<file path="src/rtl/pmem_loader_ctrl.sv">
// Program-memory loader: streams prog_len instruction words into program memory while holding
// the core in reset, then releases the core. Writes are registered one cycle after acceptance.
module pmem_loader_ctrl #(
    parameter int unsigned ADDR_W = 8,
    parameter int unsigned INST_W = 12
) (
    input  logic              clk,
    input  logic              rst,
    input  logic              start,
    input  logic              abort,
    input  logic [ADDR_W-1:0] prog_len,
    input  logic              s_valid,
    input  logic [INST_W-1:0] s_data,
    output logic              s_ready,
    output logic              pmem_le,
    output logic [ADDR_W-1:0] pmem_addr,
    output logic [INST_W-1:0] pmem_inst,
    output logic              core_rst,
    output logic              load_done,
    output logic              busy,
    output logic              err,
    output logic [ADDR_W-1:0] word_count,
    output logic [INST_W-1:0] chk
);

    typedef enum logic [1:0] {
        StIdle,
        StLoad,
        StFlush,
        StRun
    } state_e;

    state_e              state_q, state_d;
    logic [ADDR_W-1:0]   len_q, len_d;
    // Write index; equals the number of words accepted so it also drives word_count.
    logic [ADDR_W-1:0]   idx_q, idx_d;
    logic [INST_W-1:0]   chk_q, chk_d;
    logic                le_q, le_d;
    logic [ADDR_W-1:0]   addr_q, addr_d;
    logic [INST_W-1:0]   inst_q, inst_d;
    logic                err_q, err_d;
    logic                start_ok;
    logic                start_bad;

    assign start_ok  = start && !abort && (prog_len != '0);
    assign start_bad = start && !abort && (prog_len == '0);

    always_comb begin
        state_d = state_q;
        len_d   = len_q;
        idx_d   = idx_q;
        chk_d   = chk_q;
        le_d    = 1'b0;
        addr_d  = addr_q;
        inst_d  = inst_q;
        err_d   = 1'b0;

        unique case (state_q)
            StIdle, StRun: begin
                if (start_ok) begin
                    state_d = StLoad;
                    len_d   = prog_len;
                    idx_d   = '0;
                    chk_d   = '0;
                end else if (start_bad) begin
                    err_d = 1'b1;
                end
            end
            StLoad: begin
                // Abort wins over a word presented on the same edge: that word is dropped.
                if (abort) begin
                    state_d = StIdle;
                end else if (s_valid) begin
                    le_d   = 1'b1;
                    addr_d = idx_q;
                    inst_d = s_data;
                    idx_d  = idx_q + ADDR_W'(1);
                    chk_d  = chk_q ^ s_data;
                    if (idx_q == len_q - ADDR_W'(1)) begin
                        state_d = StFlush;
                    end
                end
            end
            StFlush: begin
                state_d = StRun;
            end
            default: begin
                state_d = StIdle;
            end
        endcase
    end

    always_ff @(posedge clk or negedge rst) begin
        if (!rst) begin
            state_q <= StIdle;
            len_q   <= '0;
            idx_q   <= '0;
            chk_q   <= '0;
            le_q    <= 1'b0;
            addr_q  <= '0;
            inst_q  <= '0;
            err_q   <= 1'b0;
        end else begin
            state_q <= state_d;
            len_q   <= len_d;
            idx_q   <= idx_d;
            chk_q   <= chk_d;
            le_q    <= le_d;
            addr_q  <= addr_d;
            inst_q  <= inst_d;
            err_q   <= err_d;
        end
    end

    assign s_ready    = (state_q == StLoad);
    assign busy       = (state_q == StLoad) || (state_q == StFlush);
    assign load_done  = (state_q == StRun);
    assign core_rst   = (state_q != StRun);
    assign pmem_le    = le_q;
    assign pmem_addr  = addr_q;
    assign pmem_inst  = inst_q;
    assign err        = err_q;
    assign word_count = idx_q;
    assign chk        = chk_q;

endmodule

</file>
<file path="config.mk">
export PLATFORM = sky130hd
export DESIGN_NAME = pmem_loader_ctrl
export DESIGN_NICKNAME = d
export VERILOG_FILES = /design/src/rtl/pmem_loader_ctrl.sv
export SDC_FILE = /design/constraint.sdc
export NUM_CORES = 1
export LEC_CHECK = 0
export CAP_MARGIN = 0
export CORE_AREA = 2 2 78 80
export CTS_CLUSTER_DIAMETER = 60
export DETAILED_ROUTE_END_ITERATION = 7
export DIE_AREA = 0 0 80 82
export PLACE_DENSITY_LB_ADDON = 0.2
export SYNTH_ARGS = -nofsm -noshare
export SYNTH_HDL_FRONTEND = slang
export SYNTH_SLANG_ARGS = --single-unit
export TNS_END_PERCENT = 5
</file>
<file path="constraint.sdc">
create_clock -name clk -period 3.25 [get_ports clk]
set_input_delay 0.325 -clock clk [delete_from_list [all_inputs] [get_ports clk]]
set_output_delay 0.325 -clock clk [all_outputs]
set_load 0.02 [all_outputs]
</file>
==> impl_metrics.ini, run 1 <==
[synthesis]
ys_async_sr_fraction = 1.00
yosysTopAreaCell = dfrtp_1
yosysSeqAreaShare = 0.479
yosys-top-cells-count = dfrtp_1, nand2b_1, mux2_2, o21ai_0, a22o_1
ys_top_cells_by_area = dfrtp_1, mux2_2, nand2b_1
syn_nets = 282
syn-cell-area_mm2 = 0.00272
synth_simple_gate_area_share = 0.169
yosys.area_share.adder = 0.0276
synth_top_cell_area_share = 0.479
synth_warnings = 0
yosys.area_share.xor_xnor = 0.0373
synth_edf_count = 0
synth_top_family_by_area = simple AND/OR/NAND/NOR gates
synth_compound_area_frac = 0.145
synth_mux_area_frac = 0.107
postSynthCellCount = 251
synth.most_common_cell = dfrtp_1
avgSynthCellArea_um2 = 10.8
synth_cell_type_count = 41
ys.flop_type = dfrtp_1
synth_seq_cells = 52

[pwr]
combPwrFrac = 0.531
p_per_area_mw_per_mm2 = 951
p_clk_frac = 0.111
p_switching_mw = 1.36
total_power_mw = 3.40
power.internal_mw = 2.04
leakage_nw = 1.51
ir_drop_mv = 0.451
sw_frac_of_total = 0.401
p_seq_frac = 0.358

[clocking]
cts-root-buf = clkbuf_8
cts_tree = built
clock_sink_count = 52
cts_setup_buffers = 0
htreeDepth = 2
cts_max_path_buffers = 2
cts-resized-gates = 0
cts_hold_buf = 0
clk_latency_ps = 300
cts.clk_slew.worst_paths_ps = 90
cts-buffers-inserted = 5

[timing]
report.final.slew_viol_count = 0
clock_skew_ps = 6.75
setup_violations = 0
rsz0062_at_grt = false
fin_crit_sh = 0.767
layout_setup_ws_ps = 757
hold_ws_ps = 17.4
relSlewSlack = 0.451
tightest_slew_ps = 823
period_minus_slack_ps = 2490
max_freq_mhz = 401
fin_tns_setup_ps = 0
finalHoldViolCount = 0

[global_route]
grt_overflow = 0
grt_antenna_before_repair = 0
grt_pass1_wl_um = 9740
grt_pass1_vias = 2030
gr-usage-all-layers = 0.190
grt_max_degree = 28

[critical_path]
reg2reg_depth = 7
cp-start-kind = register
critPathKind = reg2reg
endpoint_kind = register
cp.required_ps = 3440
crit_path_max_fanout = 12
crit_arrival_ps = 2690

[route]
wl_um = 5970
firstDrtPassIters = 4
vias_per_cell = 5.31
drc = 0
vias = 2101
drt_iter0_drc = 130
drtAntennaViolNets = 0
routedWlPerCell_um = 15.1

[die]
core_area_mm2 = 0.00575
fp.dieArea_mm2 = 0.00656
initial_core_util = 0.473
rows = 28
die_w_um = 80
pin_count = 71
fp.dieH_um = 82

[worst_hold_path]
holdCritPathClass = in2async

[placement]
place_area_mm2 = 0.00348
dp_hpwl_um = 4240
dp_cells = 388
portBuffers = 70
gp_congestion = 0.874
pre_cts_ws_ps = 621

[layout]
antenna_cells = 0
stdcell_count = 396
fin_util = 0.622
syn2layout_area_growth_pct = 31.6
fillers = 506
design_area_mm2 = 0.00358
drive_gt1_frac = 0.146
final_nets = 351

[flow_run]
drv_cap = 0

[outcome]
status = finished, final reports clean
[path summary, 6_finish.rpt]
kind	slack, ps	startpoint	end
worst max-delay path	760	state_q[1]	pmem_addr[1]
worst min-delay path	20	rst	len_q[3]
worst max register to register	760	state_q[1]	pmem_addr[1]
worst min register to register	510	pmem_inst[10]	pmem_inst[10]
max in group asynchronous	2450	rst	pmem_inst[10]
min in group clk	510	pmem_inst[10]	pmem_inst[10]
[state kept, by name, indices dropped and copies added (netlist names)]
name / cells
state_q: 2
err: 1
chk: 12
pmem_le: 1
pmem_inst: 12
len_q: 8
pmem_addr: 8
word_count: 8
[final cells by class]
type | instances | area [um2] | area share
multi-input cells | 175 | 1320 | 0.368
well taps | 75 | 93.8 | 0.0262
repair buffers | 74 | 726 | 0.203
clock buffers | 6 | 82.6 | 0.0231
clock inverters | 2 | 10.0 | 0.00280
inverters | 12 | 45.0 | 0.0126
flip-flops and latches | 52 | 1300 | 0.364
[worst max-delay path, cell delays in order, from the launching register on]
cell and delay (ps):
dfrtp_1 420, inv_1 110, ha_1 440, inv_1 150
nor2_1 240, nand2_1 400, buf_4 340, mux2_2 280
[kinds of logic (layout without fill, tap and decap cells)]
kind of cell	after synthesis	after routing
buffers and inverters	24	94
flip-flops	52	52
XOR/XNOR	10	10
multiplexers	26	26
AND/OR/NAND/NOR	78	78
AO/OA/AOI/OAI	55	55
adder cells (fa/ha/maj)	6	6
[power by group through the flow]
stage / combinational [mW] / sequential, mW / clock (mW)
after floorplan: 0.925 / 1.40 / 0
after global placement: 1.79 / 1.22 / 0
after detailed placement: 1.82 / 1.23 / 0
after CTS: 1.82 / 1.22 / 0.399
after global routing: 1.96 / 1.27 / 0.416
final: 1.81 / 1.22 / 0.378
[cell usage in the layout (no fill, tap or decap), drive strengths merged, types with 2 or more instances in the layout]
| cell | netlist | layout |
|---|---|---|
| xor2 | 5 | 5 |
| mux2i | 2 | 2 |
| buf | 3 | 5 |
| or3 | 2 | 2 |
| a21oi | 5 | 5 |
| clkinv | 0 | 2 |
| or4 | 4 | 4 |
| ha | 6 | 6 |
| o21ai | 24 | 24 |
| nor3 | 3 | 3 |
| nand2b | 31 | 31 |
| mux2 | 24 | 24 |
| clkbuf | 9 | 6 |
| and3 | 3 | 3 |
| clkdlybuf4s50 | 0 | 69 |
| inv | 12 | 12 |
| nand3 | 5 | 5 |
| a22o | 17 | 17 |
| a211o | 2 | 2 |
| or2 | 3 | 3 |
| nand2 | 16 | 16 |
| dfrtp | 52 | 52 |
| nor4 | 4 | 4 |
| xnor2 | 4 | 4 |
| nor2 | 3 | 3 |
[routing by layer]
layer	global-route usage	part of all wire	vias up
li1	-	-	1021
met2	0.304	0.49	56
met4	0.0627	0.0094	0
met5	0	0	-
met3	0.0341	0.050	5
met1	0.261	0.45	1019
(Power assumes the default switching activity.)
==> run 2: changes to the inputs <==
Settings changed: CORE_AREA 2 2 78 80 to 2 2 82 84, DIE_AREA 0 0 80 82 to 0 0 84 86.
Clock period 3.25 ns to 2.1 ns, I/O delays scaled along.
==> impl_metrics.ini, run 2 (same netlist as run 1, synthesis figures left out) <==
[critical_path]
critPathTopFamily = simple AND/OR/NAND/NOR gates
path_cells = or4_4, nor3_2, xnor2_1, or4_4, o32ai_4, mux2i_1
slowest_delay_ps = 540
cp.required_ps = 2340
endpoint_kind = register
critPathKind = reg2reg
path_buf_inv = 0
crit_path_max_fanout = 2
cp-start-kind = register
cp_slowest_cell = or4_4
cpMostUsedCell = or4_4
crit_arrival_ps = 2420

[timing]
report.final.slew_viol_count = 0
finalHoldViolCount = 0
fin_crit_sh = 1.04
relSlewSlack = 0.598
layout_setup_ws_ps = -86.7
clock_skew_ps = 6.79
tightest_slew_ps = 604
max_freq_mhz = 457
fin_tns_setup_ps = -110
setup_violations = 2
period_minus_slack_ps = 2190
rsz0062_at_grt = true

[route]
firstDrtPassIters = 4
wl_um = 6430
vias_per_cell = 5.21
drc = 0
routedWlPerCell_um = 15.2
vias = 2198
drtAntennaViolNets = 0
drt_iter0_drc = 87

[layout]
mostFrequentLayoutCells = clkdlybuf4s50_1, dfrtp_1, nand2b_1
final_nets = 375
layout_commonest_cell = clkdlybuf4s50_1
antenna_cells = 0
syn2layout_area_growth_pct = 38.9
drive_gt1_frac = 0.200
fillers = 545

[global_route]
grt_antenna_before_repair = 0
grt_pass1_wl_um = 10800
grt_pass1_vias = 2205
grt_max_degree = 30
grt_overflow = 0
gr-usage-all-layers = 0.191

[clocking]
clock_sink_count = 52
cts_tree = built
cts_max_path_buffers = 2
cts.clk_slew.worst_paths_ps = 90
cts-root-buf = clkbuf_8
htreeDepth = 2
cts-buffers-inserted = 5
clk_latency_ps = 310

[pwr]
leakage_nw = 1.63
p_per_area_mw_per_mm2 = 1480
ir_drop_mv = 0.780

[die]
fp.dieArea_mm2 = 0.00722
pin_count = 71
initial_core_util = 0.433
core_area_mm2 = 0.00628
fp.dieH_um = 86
die_w_um = 84
rows = 29

[placement]
portBuffers = 70
dp_hpwl_um = 4730
gp_congestion = 0.877
pre_cts_ws_ps = -75.5

[outcome]
status = finished with violations
failed_checks = setup timing

[flow_run]
drv_cap = 0

[worst_hold_path]
holdCritPathClass = in2async
[run 2: what timing repair did]
item                                    in CTS  in global routing
hold buffers                                 1                  0
resized for setup                            1                  0
hold endpoints to repair                    24                  0
setup buffers                                1                  1
endpoints found under the setup margin       3                  3
pin swaps                                    0                  1
[run 2: per-stage QoR]
| step | area (um2) | hold slack (ps) | std cells | power (mW) | utilization |
|---|---|---|---|---|---|
| finish | 3770 | 430 | 422 | 5.58 | 0.601 |
| global route | 3770 | 491 | 422 | 5.98 | 0.601 |
| CTS | 3770 | 457 | 421 | 5.61 | 0.600 |
| detailed placement | 3660 | 257 | 411 | 4.98 | 0.582 |
| global placement | 3660 | 251 | 411 | 4.92 | 0.582 |
| floorplan | 2720 | -85.6 | 251 | 3.60 | - |
[run 2: cell type report]
type	instances	area, um2	share of cell area
Inverter	12	45.0	0.0119
Multi-Input combinational cell	175	1320	0.349
Timing Repair Buffer	98	920	0.244
Sequential cell	52	1300	0.345
Tap cell	77	96.3	0.0255
Clock buffer	7	86.3	0.0229
Clock inverter	1	7.51	0.00199
[run 2: worst paths after layout]
path                              start            end  slack [ps]  depth (start not counted)
max                            len_q[2]     state_q[0]         -90                          6
min                                 rst       len_q[1]         430                          2
max reg2reg                    len_q[2]     state_q[0]         -90                          6
min reg2reg                pmem_addr[6]   pmem_addr[6]         500                          2
max in group asynchronous           rst  word_count[3]        1040                          3
min in group clk            prog_len[0]       len_q[0]         480                          3
[run 2: layer usage]
layer  global-route usage  vias up  share of wire
li1                     -     1074              -
met1                0.252     1058           0.47
met2                0.303       56           0.46
met3               0.0520       10          0.051
met4               0.0689        0          0.017
met5                    0        -              0
[run 2: worst reg2reg max path, delay by kind of cell (launching register included)]
kind / cells / cell delay (ps)
AND/OR/NAND/NOR: 3 / 1180
flip-flops: 1 / 390
AO/OA/AOI/OAI: 1 / 250
multiplexers: 1 / 210
XOR/XNOR: 1 / 80
[run 2: report_power, final]
group          internal, mW  leakage (nW)  switching [mW]
sequential             1.43         0.638           0.335
clock                 0.269        0.0445           0.343
combinational          1.67         0.948            1.54
